File: src/rtl/counter_arbiter.sv
// counter_arbiter: round-robin arbiter sharing one up/down counter among N_REQ requesters
// Define COUNTER_ARB_SATURATE_EN to saturate at the ends instead of wrapping.
module counter_arbiter #(
  parameter int BITS  = 8,
  parameter int N_REQ = 4,
  localparam int IDW  = $clog2(N_REQ)
) (
  input  logic             clock,
  input  logic             reset,
  input  logic             i_clear,
  input  logic [N_REQ-1:0] i_req,
  input  logic [N_REQ-1:0] i_inc_dec,
  output logic [N_REQ-1:0] o_grant,
  output logic [IDW-1:0]   o_grant_id,
  output logic [BITS-1:0]  o_value,
  output logic             o_wrap
);
  logic [IDW-1:0]   ptr, win;
  logic [N_REQ-1:0] elig;
  logic             found, op, edge_hit;
  logic [BITS-1:0]  nxt;
  assign elig = i_req & ~o_grant;
  // Scanning offsets high-to-low leaves the nearest eligible index after ptr as the winner.
  always_comb begin
    found = 1'b0;
    win   = '0;
    for (int k = N_REQ - 1; k >= 0; k--) begin
      if (elig[(int'(ptr) + k) % N_REQ]) begin
        found = 1'b1;
        win   = IDW'((int'(ptr) + k) % N_REQ);
      end
    end
  end
  assign op       = i_inc_dec[win];
  assign edge_hit = op ? (o_value == '1) : (o_value == '0);
`ifdef COUNTER_ARB_SATURATE_EN
  assign nxt = edge_hit ? o_value : (op ? o_value + 1'b1 : o_value - 1'b1);
`else
  assign nxt = op ? o_value + 1'b1 : o_value - 1'b1;
`endif
  always_ff @(posedge clock) begin
    if (reset) begin
      o_value    <= '0;
      o_grant    <= '0;
      o_grant_id <= '0;
      o_wrap     <= 1'b0;
      ptr        <= '0;
    end else if (i_clear) begin
      o_value <= '0;
      o_grant <= '0;
      o_wrap  <= 1'b0;
    end else if (found) begin
      o_value    <= nxt;
      o_grant    <= N_REQ'(1) << win;
      o_grant_id <= win;
      o_wrap     <= edge_hit;
      ptr        <= (win == IDW'(N_REQ - 1)) ? '0 : win + 1'b1;
    end else begin
      o_grant <= '0;
      o_wrap  <= 1'b0;
    end
  end
endmodule

File: config.mk
export PLATFORM = sky130hd
export DESIGN_NAME = counter_arbiter
export DESIGN_NICKNAME = d
export VERILOG_FILES = /design/src/rtl/counter_arbiter.sv
export SDC_FILE = /design/constraint.sdc
export NUM_CORES = 1
export LEC_CHECK = 0
export ABC_AREA = 1
export CAP_MARGIN = 20
export CORE_MARGIN = 5
export CORE_UTILIZATION = 35
export DETAILED_ROUTE_END_ITERATION = 6
export SLEW_MARGIN = 10
export SYNTH_ARGS = -nofsm -noshare
export SYNTH_HDL_FRONTEND = slang
export SYNTH_SLANG_ARGS = --single-unit
File: constraint.sdc
create_clock -name clock -period 2.43 [get_ports clock]
set_clock_uncertainty 0.05 [all_clocks]
set_input_delay 0.3645 -clock clock [delete_from_list [all_inputs] [get_ports clock]]
set_output_delay 0.3645 -clock clock [all_outputs]
set_load 0.03 [all_outputs]
==> results.json <==
{
  "antenna_found_initial": 0,
  "cp.required_ns": 2.53,
  "synth_simple_gate_area_frac": 0.489,
  "end_kind": "register",
  "cp_slowest_cell": "dfxtp_4",
  "tightest_slew_ns": 0.540,
  "async_flop_share": 0,
  "path_class": "register to register",
  "place_congestion": 0.927,
  "syn_inst": 216,
  "cp-start-kind": "register",
  "fill_cells": 356,
  "path_buf_inv": 5,
  "dp_hpwl_um": 2920,
  "grt_use_met1": 0.204,
  "syn-cell-area_um2": 1410,
  "path_depth": 21,
  "min_path_cells": 2,
  "clock_latency_ns": 0.25,
  "root_buffer": "clkbuf_8",
  "drv_slew": 0,
  "multi_input_area_um2": 1170,
  "layout_min_cycle_time_ns": 2.46,
  "initial_core_util": 0.356,
  "regArea_um2": 350,
  "netlist_top_cells_count": "nand2_1 (51), inv_1 (36), nand3_1 (24)",
  "wl_um": 4280,
  "ys_ff_latch": 17,
  "worstRegToRegCells": 21,
  "io_pins": 26,
  "setup_violations": 2,
  "hold_path_class": "register to register",
  "final_core_util": 0.598,
  "synthAdderAreaFrac": 0.0178,
  "fin_ws_ns": -0.0343,
  "yosysSeqAreaShare": 0.242,
  "overflow": 0,
  "syn2layout_area_growth_pct": 67.8,
  "portBuffers": 25,
  "drive_gt1_frac": 0.449,
  "cp_max_fo": 8,
  "htree_levels": 1,
  "yosys_warnings": 0,
  "cts_made_buffers": 3,
  "viasPerCell": 4.89,
  "use_met2": 0.241,
  "synth_top_area_frac": 0.242,
  "grt_max_degree": 12,
  "drt-initial-drc-count": 93,
  "clock_sink_count": 17,
  "path_cells": "inv_8 -> nand3_2 -> nand2_2 -> nand2_2 -> nand2_4 -> nand2_4 -> nand2_4 -> nand2_8 -> nand2_8 -> nand2_4 -> nand3_4 -> nand3_4 -> nand2_2 -> inv_2 -> ha_4 -> inv_2 -> nand2_2 -> buf_4 -> xnor2_2 -> o211ai_1 -> inv_1",
  "synth-xor-area-share": 0.0187,
  "drcViolationCount": 0,
  "hold_viol": 0,
  "relSlewSlack": 0.639,
  "dieWidth_um": 73.4,
  "max_stage_delay_ns": 0.40,
  "synth.most_common_cell": "nand2_1",
  "vias": 1627,
  "rsz0062_at_grt": "yes",
  "die_y_um": 73.4,
  "fmax_mhz": 406,
  "avgRoutedWirePerCell_um": 12.9,
  "syn-num-nets": 229,
  "cts_max_path_buffers": 2,
  "cts_tree": "done",
  "synth_area_leaders": "dfxtp_1 (24%), nand2_1 (14%), inv_1 (9.6%)",
  "use_met3": 0.0178,
  "synth_edf_count": 0,
  "track_usage": 0.148,
  "clk_pin_slew_worst_paths_ns": 0.07,
  "worstPathArrival_ns": 2.56,
  "synth_ff_type": "dfxtp_1",
  "grt_pass1_wl_um": 6390,
  "ant_nets": 0,
  "synth_top_family_by_area": "simple AND/OR/NAND/NOR gates",
  "core_area_um2": 3940,
  "grt_pass1_vias": 1439,
  "synthDistinctLibCells": 30,
  "drtPass1Iterations": 4,
  "synth_mux_area_frac": 0,
  "fp.dieArea_um2": 5380,
  "status": "finished with violations",
  "avgSynthCellArea_um2": 6.51,
  "timing.max_cap.violations": 0,
  "antenna_cells": 0,
  "path_delay_family": "simple AND/OR/NAND/NOR gates",
  "synth_top_cell_by_area": "dfxtp_1",
  "violations": "negative setup slack",
  "final_nets": 297,
  "synth_compound_area_frac": 0.116,
  "globalRoute.busiestLayer": "met2",
  "min_period_over_period": 1.01,
  "row_count": 23
}
[path summary, 6_finish.rpt]
path                         to  slack, ns     startpoint
hold / removal    o_grant_id[0]       0.45  o_grant_id[0]
hold reg to reg   o_grant_id[0]       0.45  o_grant_id[0]
setup / recovery     o_value[2]      -0.03         ptr[0]
setup reg to reg     o_value[2]      -0.03         ptr[0]
[per-stage QoR]
step	std cells	setup TNS (ns)	cell area [um2]	hold slack [ns]	worst slack, ns
CTS	324	0	2030	0.452	0.0172
global placement	317	-2.51	1920	0.435	-0.420
floorplan	216	0	1410	0.378	0.0205
finish	333	-0.0500	2360	0.447	-0.0343
detailed placement	317	-2.47	1920	0.433	-0.441
global route	333	-1.25	2360	0.487	-0.244
[registers in the layout, indices dropped and copies added (netlist names)]
register / cells
o_grant: 4
o_grant_id: 2
o_value: 8
o_wrap: 1
ptr: 2
[area by class of cell]
cell class | instances | share of cell area
multi-input combinational | 156 | 0.496
tap | 50 | 0.0265
inverter | 43 | 0.0727
sequential | 17 | 0.149
timing repair buffer | 63 | 0.235
clock buffer | 3 | 0.0175
clock inverter | 1 | 0.00318
[kinds of logic after synthesis]
| family | count (synthesis) |
|---|---|
| compound gates | 23 |
| xor+xnor | 3 |
| fa+ha+maj | 2 |
| buf+inv | 43 |
| flops | 17 |
| simple gates | 128 |
[per-layer routing]
layer,share of wire,routed length [um]
met5,0,0
met4,0.0058,25
met3,0.044,187
met2,0.47,2030
met1,0.48,2040
[worst register-to-register path, delay by kind of cell (launching register included)]
family / cells / cell delay, ns
adder cells (fa/ha/maj): 1 / 0.15
XOR/XNOR: 1 / 0.13
flip-flops: 1 / 0.40
buffers and inverters: 5 / 0.40
AO/OA/AOI/OAI: 1 / 0.18
AND/OR/NAND/NOR: 13 / 1.07
[placed cells by master (no fill, tap or decap), types with 2 or more instances in the layout]
cell type and n:
o41ai_1 2, buf_4 34, clkdlybuf4s50_1 21, nand2_8 3, dlygate4sd2_1 4, nand3_4 8
nand2_2 21, dfxtp_1 11, nand4_1 3, a21oi_1 4, o21ai_1 2, buf_6 3
nand3_2 13, inv_2 8, o211ai_1 4, nor2_1 11, inv_1 32, dfxtp_2 5
nand3_1 11, nor4_1 2, nand2_1 35, nand2_4 15, nor3_1 2, clkbuf_8 3
o21ai_0 5, a21oi_2 2, xor2_1 2
[repair_timing]
| action | CTS | global route |
|---|---|---|
| pin swaps | 3 | 32 |
| buffers inserted | 3 | 10 |
| hold buffers | 0 | 0 |
| gates resized for setup | 15 | 58 |
| setup endpoints to repair | 6 | 7 |
Power is not shown: default switching activity piles up to over one toggle a cycle in this logic, so the estimate is an artifact.
